**src/rtl/beat_gen.sv**
```systemverilog
// Tempo/beat pulse generator: one-cycle tick every `period` enabled cycles,
// with beat position within a bar and a downbeat flag. Period changes apply on wrap or restart.
module beat_gen #(
  parameter int CNT_WIDTH      = 22,
  parameter int DEFAULT_PERIOD = 3125000,
  parameter int BEATS_PER_BAR  = 4,
  parameter int IDX_WIDTH      = 2
) (
  input  logic                 clk,
  input  logic                 reset,
  input  logic                 enable,
  input  logic [CNT_WIDTH-1:0] period_in,
  input  logic                 period_wr,
  input  logic                 restart,
  output logic                 tick,
  output logic                 bar,
  output logic [IDX_WIDTH-1:0] beat_idx,
  output logic [CNT_WIDTH-1:0] period
);

  localparam logic [CNT_WIDTH-1:0] DEF_PER  = CNT_WIDTH'(DEFAULT_PERIOD);
  localparam logic [IDX_WIDTH-1:0] LAST_IDX = IDX_WIDTH'(BEATS_PER_BAR - 1);

  logic [CNT_WIDTH-1:0] r_count;
  logic [CNT_WIDTH-1:0] r_period;
  logic [CNT_WIDTH-1:0] r_pending;
  logic                 r_pend_valid;
  logic                 r_tick;
  logic                 r_bar;
  logic [IDX_WIDTH-1:0] r_beat_idx;

  logic [CNT_WIDTH-1:0] w_period_m1;
  logic                 w_wrap;
  logic [CNT_WIDTH-1:0] w_wr_val;
  logic [CNT_WIDTH-1:0] w_pend_nxt;
  logic                 w_pv_nxt;
  logic [CNT_WIDTH-1:0] w_per_nxt;
  logic [IDX_WIDTH-1:0] w_idx_nxt;

  // r_period is never 0, so period-1 cannot underflow.
  assign w_period_m1 = r_period - CNT_WIDTH'(1);
  assign w_wrap      = enable && (r_count == w_period_m1);
  assign w_wr_val    = (period_in == '0) ? CNT_WIDTH'(1) : period_in;

  // A write in the same cycle as a wrap/restart is folded in directly.
  assign w_pend_nxt  = period_wr ? w_wr_val : r_pending;
  assign w_pv_nxt    = period_wr | r_pend_valid;
  assign w_per_nxt   = w_pv_nxt ? w_pend_nxt : r_period;
  assign w_idx_nxt   = (r_beat_idx == LAST_IDX) ? '0 : r_beat_idx + IDX_WIDTH'(1);

  always_ff @(posedge clk or negedge reset) begin
    if (!reset) begin
      r_count      <= '0;
      r_period     <= DEF_PER;
      r_pending    <= DEF_PER;
      r_pend_valid <= 1'b0;
      r_tick       <= 1'b0;
      r_bar        <= 1'b0;
      r_beat_idx   <= LAST_IDX;
    end else begin
      r_pending <= w_pend_nxt;
      if (restart) begin
        r_count      <= '0;
        r_tick       <= 1'b0;
        r_bar        <= 1'b0;
        r_beat_idx   <= LAST_IDX;
        r_period     <= w_per_nxt;
        r_pend_valid <= 1'b0;
      end else if (w_wrap) begin
        r_count      <= '0;
        r_tick       <= 1'b1;
        r_bar        <= (w_idx_nxt == '0);
        r_beat_idx   <= w_idx_nxt;
        r_period     <= w_per_nxt;
        r_pend_valid <= 1'b0;
      end else begin
        r_tick       <= 1'b0;
        r_bar        <= 1'b0;
        r_pend_valid <= w_pv_nxt;
        if (enable) r_count <= r_count + CNT_WIDTH'(1);
      end
    end
  end

  assign tick     = r_tick;
  assign bar      = r_bar;
  assign beat_idx = r_beat_idx;
  assign period   = r_period;

endmodule

```
**config.mk**
```make
export PLATFORM = sky130hd
export DESIGN_NAME = beat_gen
export DESIGN_NICKNAME = d
export VERILOG_FILES = /design/src/rtl/beat_gen.sv
export SDC_FILE = /design/constraint.sdc
export NUM_CORES = 1
export LEC_CHECK = 0
export CORE_ASPECT_RATIO = 1.5
export CORE_MARGIN = 5
export CORE_UTILIZATION = 50
export DETAILED_ROUTE_END_ITERATION = 10
export DONT_BUFFER_PORTS = 1
export PLACE_DENSITY_LB_ADDON = 0.12
export SYNTH_ARGS = -nofsm -noshare
export SYNTH_HDL_FRONTEND = slang
export SYNTH_SLANG_ARGS = --single-unit
export TNS_END_PERCENT = 5
```
**constraint.sdc**
```tcl
create_clock -name clk -period 4 [get_ports clk]
set_clock_uncertainty 0.15 [all_clocks]
set_input_delay 0 -clock clk [delete_from_list [all_inputs] [get_ports clk]]
set_output_delay 0 -clock clk [all_outputs]
set_load 0.02 [all_outputs]
```
# ---- Yosys cells after proc, flatten, opt, wreduce, memory -nomap -nowiden
# Cells that the tools add are included.
dict set report totals {
  register_bits 71
  in_bits 27
}
dict set report classes {
  mux 17
  n_addsub 3
  reduce_logical 5
  eq_ne 2
  bitwise_logic 1
}
# operator n
set ops {}
lappend ops {{22-bit two-way mux} 8}
lappend ops {{22-bit by 1-bit adder with 22-bit output, second input constant} 1}
lappend ops {{22-bit equality test} 1}
lappend ops {{22-bit zero test} 1}
lappend ops {{22-bit by 1-bit subtractor with 22-bit output, second input constant} 1}
lappend ops {{1-bit two-way mux} 6}
lappend ops {{2-bit two-way mux} 3}
lappend ops {{3-bit nonzero test} 1}
lappend ops {{2-bit by 1-bit adder with 2-bit output, second input constant} 1}
lappend ops {{2-bit equality test, second input constant} 1}
lappend ops {{2-bit zero test} 1}
lappend ops {{2-bit nonzero test} 1}
lappend ops {{1-bit logical AND} 1}
lappend ops {{1-bit OR} 1}

# ---- Logic depth before layout (Yosys ltp)
dict set report depth {
  word_depth 6
  mapped_depth 11
  depth_no_buf 10
}

# ---- Least setup slack after synthesis
# No wires, ideal clock.
dict set report synth_path {
  kind {register to register}
  from {register r_period[4], in the netlist period[4]}
  to {register r_period[12], in the netlist period[12]}
  path_buffers 2
  stages_incl_launch_ff 11
  path_slack_ns 0.699
  synth_period_minus_slack_ns 3.301
  setup_time_ns 0.125
  arrival_ns 3.026
  path_cell_list {dfrtp_1 > or4_1 > buf_2 > or4_4 > xnor2_1 > o31ai_1 > nor4_2 > a31o_2 > o21a_4 > buf_8 > mux2_4}
}
dict set report synth_via {
  elab_chain_len 4
}
# element line
set synth_lines {}
lappend synth_lines {{from (decl)} 25} ;# logic [CNT_WIDTH-1:0] r_period;
lappend synth_lines {{from (signal assigned)} 67} ;# r_period <= w_per_nxt;
lappend synth_lines {{from (signal assigned)} 74} ;# r_period <= w_per_nxt;
lappend synth_lines {{22-bit by 1-bit subtractor with 22-bit output} 41} ;# assign w_period_m1 = r_period - CNT_WIDTH'(1);
lappend synth_lines {{22-bit equality test} 42} ;# assign w_wrap = enable && (r_count == w_period_m1);
lappend synth_lines {{1-bit logical AND} 42}
lappend synth_lines {{2-bit nonzero test (no line)} -}
# Every way passes these cells.
# A chain may end at the register's enable or synchronous reset.

# ---- Worst setup path in the final report
dict set report layout_path {
  from {register r_period[3], in the netlist period[3]}
  to {register r_count[1]}
}
dict set report layout_via {
  elab_chain_len 5
  elab_cells_between_ends 6
}
# element line
set layout_lines {}
lappend layout_lines {{22-bit by 1-bit subtractor with 22-bit output *} 41}
lappend layout_lines {{22-bit equality test *} 42}
lappend layout_lines {{1-bit logical AND *} 42}
lappend layout_lines {{22-bit two-way mux} 69} ;# end else if (w_wrap) begin
lappend layout_lines {{22-bit two-way mux} 62} ;# if (restart) begin
lappend layout_lines {{to (signal assigned)} 80} ;# if (enable) r_count <= r_count + CNT_WIDTH'(1);
lappend layout_lines {{to (decl)} 24} ;# logic [CNT_WIDTH-1:0] r_count;
# Mark *: on every way between the ends. The rest lies on a longest branch, timed or not.

==> Implementation_results.wiki <==
{| class="wikitable"
! Metric !! Value
|-
| Run status || finished clean
|-
| Final Max Slew Viols || 0
|-
| Worst-Skew Late Latency || 330 ps
|-
| Maximum Capacitance Violations || 0
|-
| Cell Area, Placed || 3989 µm²
|-
| Die height || 117.7 µm
|-
| Wire per inst || 18.99 µm
|-
| Primary FF master, synth || sky130_fd_sc_hd__dfrtp_1
|-
| Setup repair after global routing missed its margin || no
|-
| Post-layout min period || 3706 ps
|-
| Hold Vio Cnt, Final || 0
|-
| Internal Power || 0.001454 W
|-
| Number of warning messages in the yosys log || 0
|-
| Transition time at the pin with the least slew margin || 1129 ps
|-
| Top Family by Delay on Critical Path || simple AND/OR/NAND/NOR gates
|-
| Floorplan die area || 9627 µm²
|-
| Share of the synthesized area in compound gates (AO/OA/AOI/OAI) || 6.246%
|-
| Critical path cell sequence || or4_1 -> or4_4 -> xnor2_1 -> o31ai_1 -> nor4_2 -> nand3_1 -> nand3_1 -> a21oi_1 -> dlygate4sd3_1
|-
| HP Class || in -> async
|-
| Most common library cell in the layout ignoring fill and taps || sky130_fd_sc_hd__dfrtp_1
|-
| Part of the Yosys area used for sequential elements || 46.80%
|-
| Final estimated routing congestion in global placement || 0.8000
|-
| Gr ovfl total || 0
|-
| Clock root buffer || sky130_fd_sc_hd__clkbuf_16
|-
| Clock power frac || 35.5%
|-
| Synthesized Nets || 379
|-
| Core Rows || 39
|-
| Total CTS buffers || 9
|-
| Net count, final || 413
|-
| Worst-case clock buffer depth || 2
|-
| Biggest cell delay along the critical path || 730 ps
|-
| Number of antenna-violating nets in the routed design || 0
|-
| Total I/O pin count || 53
|-
| Routed via count || 2,768
|-
| Critical register-to-register path startpoint || period[3]$_DFFE_PN1P_
|-
| Cells resized by post-CTS repair || 0
|-
| Initial antenna violation count || 0
|-
| Post-synthesis instance area || 3866 µm²
|-
| Number of sinks driven by the clock tree || 71
|-
| Vias in the first global route || 2,930
|-
| Count of TritonRoute iterations in the first routing pass || 4
|-
| Drc violations || 0
|-
| Switching power of the nets || 0.0006173 W
|-
| Count of buffers from port buffering || 0
|-
| Number of distinct library cells after synthesis || 53
|-
| Setup tns final || 0 ps
|-
| Violation count after the first detailed-routing iteration || 114
|-
| Crit-path most repeated cell || sky130_fd_sc_hd__nand3_1
|-
| Pin count of the biggest net entering global routing || 72
|-
| Largest fanout of any net on the critical path || 8
|-
| Part of the cycle the worst path needs || 92.66%
|-
| Worst setup slack for register-to-register paths || 290 ps
|-
| Switch share || 29.80%
|-
| Max Clock Freq || 269.8 MHz
|-
| Capturing element type of the critical path || flop
|-
| Count of flip-flops with a built-in enable after synthesis || 0
|-
| FF-to-FF End || r_count[1]$_DFFE_PN0P_
|-
| Category of the most critical setup path || reg -> reg
|-
| Horiz. Die Dim || 81.80 µm
|-
| Post-layout instance area || 4562 µm²
|-
| Syn_area_per_cell || 11.08 µm²
|-
| Core Region || 7564 µm²
|-
| Wire length reported by the detailed router || 9.306 mm
|-
| Worst Path Buf+Inv || 1
|-
| Number of H-tree levels || 3
|-
| Combinational share of power || 19.3%
|-
| Via-to-Cell Ratio || 5.649
|-
| Leak pwr || 1.846 nW
|-
| Ratio of total power to cell area || 454.0 nW/µm²
|-
| Share of the synthesized netlist area taken by xor and xnor gates || 9.515%
|-
| Dominant combinational cell family by area after synthesis || simple AND/OR/NAND/NOR gates
|-
| Async set-or-reset flop fraction in the synthesized netlist || 100.0%
|-
| Clock slew at the register clock pins of the worst setup and hold paths || 60 ps
|-
| Number of setup violations in the final report || 0
|-
| CTS tree || done
|-
| Kind of start point of the critical path || flop
|-
| Placed wire-length estimate || 6.600 mm
|-
| Fraction of final layout cells with drive strength greater than 1 || 27.32%
|-
| Mux share of post-synthesis cell area || 14.98%
|-
| Worst hold margin || 74.80 ps
|-
| Sequential share of power || 45.2%
|-
| Worst reg2reg path depth || 9
|-
| Area growth from synthesis to layout || 17.99%
|-
| Gate count of the mapped netlist || 349
|-
| Library cell contributing the largest single delay on the critical path || sky130_fd_sc_hd__or4_1
|-
| Top library cells by usage in the layout, fill and taps aside || sky130_fd_sc_hd__dfrtp_1, sky130_fd_sc_hd__nor2_1, sky130_fd_sc_hd__dlygate4sd3_1, sky130_fd_sc_hd__dfstp_2
|-
| Global-route wire length before repair || 15.38 mm
|-
| Worst path required time || 4060 ps
|-
| Antenna cells || 0
|-
| Initial Utilization || 51.12%
|-
| Seq cells post-synth || 71
|-
| Adder and majority gate portion of the synthesized area || 0.9709%
|-
| Worst rel slew slack || 24.46%
|-
| Worst vdd rail ir drop || 0.0003837 V
|-
| Worst path arrival time || 3770 ps
|-
| Overall Global Routing Usage || 21.28%
|-
| Post-synthesis simple-gate area fraction || 18.83%
|}
Yosys cell counts (5+ instances only):
master                     count  area share (%)
sky130_fd_sc_hd__nand3_1       6            0.78
sky130_fd_sc_hd__inv_1         6            0.58
sky130_fd_sc_hd__nor4_1       10             1.6
sky130_fd_sc_hd__and3_1        6            0.97
sky130_fd_sc_hd__dfrtp_1      45              29
sky130_fd_sc_hd__a21oi_1       7            0.91
sky130_fd_sc_hd__xor2_1       19             4.3
sky130_fd_sc_hd__nor3_1        7            0.91
sky130_fd_sc_hd__nor2_1       44             4.3
sky130_fd_sc_hd__xnor2_1      23             5.2
sky130_fd_sc_hd__clkbuf_1     11             1.1
sky130_fd_sc_hd__nand2_1      20             1.9
sky130_fd_sc_hd__nand2b_1      6            0.97
sky130_fd_sc_hd__dfstp_2      26              18
sky130_fd_sc_hd__mux2_2       23             6.7
sky130_fd_sc_hd__nand4_1       5            0.81
sky130_fd_sc_hd__mux2_4       20             7.8
logic make-up (layout without fill, tap and decap cells):
family / after synthesis / count (layout)
xor gates and xnor gates: 42 / 42
AOI/OAI and AO/OA: 32 / 32
DFF: 71 / 71
muxes: 45 / 45
and+or+nand+nor: 135 / 135
adders and majority gates: 3 / 3
buffers and inverters: 21 / 60
how the worst max path moves through the flow:
stage                          start                endpoint  slack [ps]  cells after the start
6_report       period[3]$_DFFE_PN1P_  r_count[1]$_DFFE_PN0P_         290                      9
5_1_grt        period[3]$_DFFE_PN1P_  r_count[1]$_DFFE_PN0P_         110                      9
4_1_cts        period[3]$_DFFE_PN1P_  r_count[1]$_DFFE_PN0P_         310                      9
3_5_place_dp   period[3]$_DFFE_PN1P_   period[0]$_DFFE_PN0P_         390                      8
3_3_place_gp   period[3]$_DFFE_PN1P_   period[0]$_DFFE_PN0P_         430                      8
2_1_floorplan  period[4]$_DFFE_PN0P_  period[12]$_DFFE_PN0P_         700                     10
routing by layer:
layer  wire, µm  track usage, %
met5          0               0
met4        226           9.148
met3        551           6.508
met2       4820           34.77
met1       3707           25.21
stage by stage:
step | utilization, % | cells | setup slack (ps) | total power [W]
after floorplan | - | 349 | 699.3 | 0.001200
after global placement | 52.74 | 446 | 430.2 | 0.001302
after detailed placement | 52.74 | 446 | 387.0 | 0.001307
after CTS | 60.31 | 490 | 307.1 | 0.002099
after global routing | 60.31 | 490 | 105.8 | 0.002172
final | 60.31 | 490 | 293.6 | 0.002071
registers in the layout, summed over array words and instances, names as in the netlist:
register and flops:
bar 1, period 22, tick 1, r_count 22, r_pend_valid 1, beat_idx 2
r_pending 22
timing repair:
item	in CTS	in global routing
hold endpoints to repair	136	0
hold buffers	28	0
setup buffers	0	0
power by group through the flow:
stage / combinational, W / clock [W] / sequential, W
after detailed placement: 0.000356 / 0 / 0.000951
final: 0.000399 / 0.000735 / 0.000937
after global placement: 0.000352 / 0 / 0.000950
after global routing: 0.000437 / 0.000784 / 0.000951
after floorplan: 0.000258 / 0 / 0.000943
after CTS: 0.000403 / 0.000757 / 0.000939
cell type report:
type,count,area [µm²]
clock inverters,5,32.53
flip-flops and latches,71,1809
multi-input cells,257,1954
clock buffers,11,242.7
repair buffers,38,372.9
well taps,102,127.6
inverters,6,22.52
fillers,605,3002
Note: power is estimated with default switching activity, not from simulation.
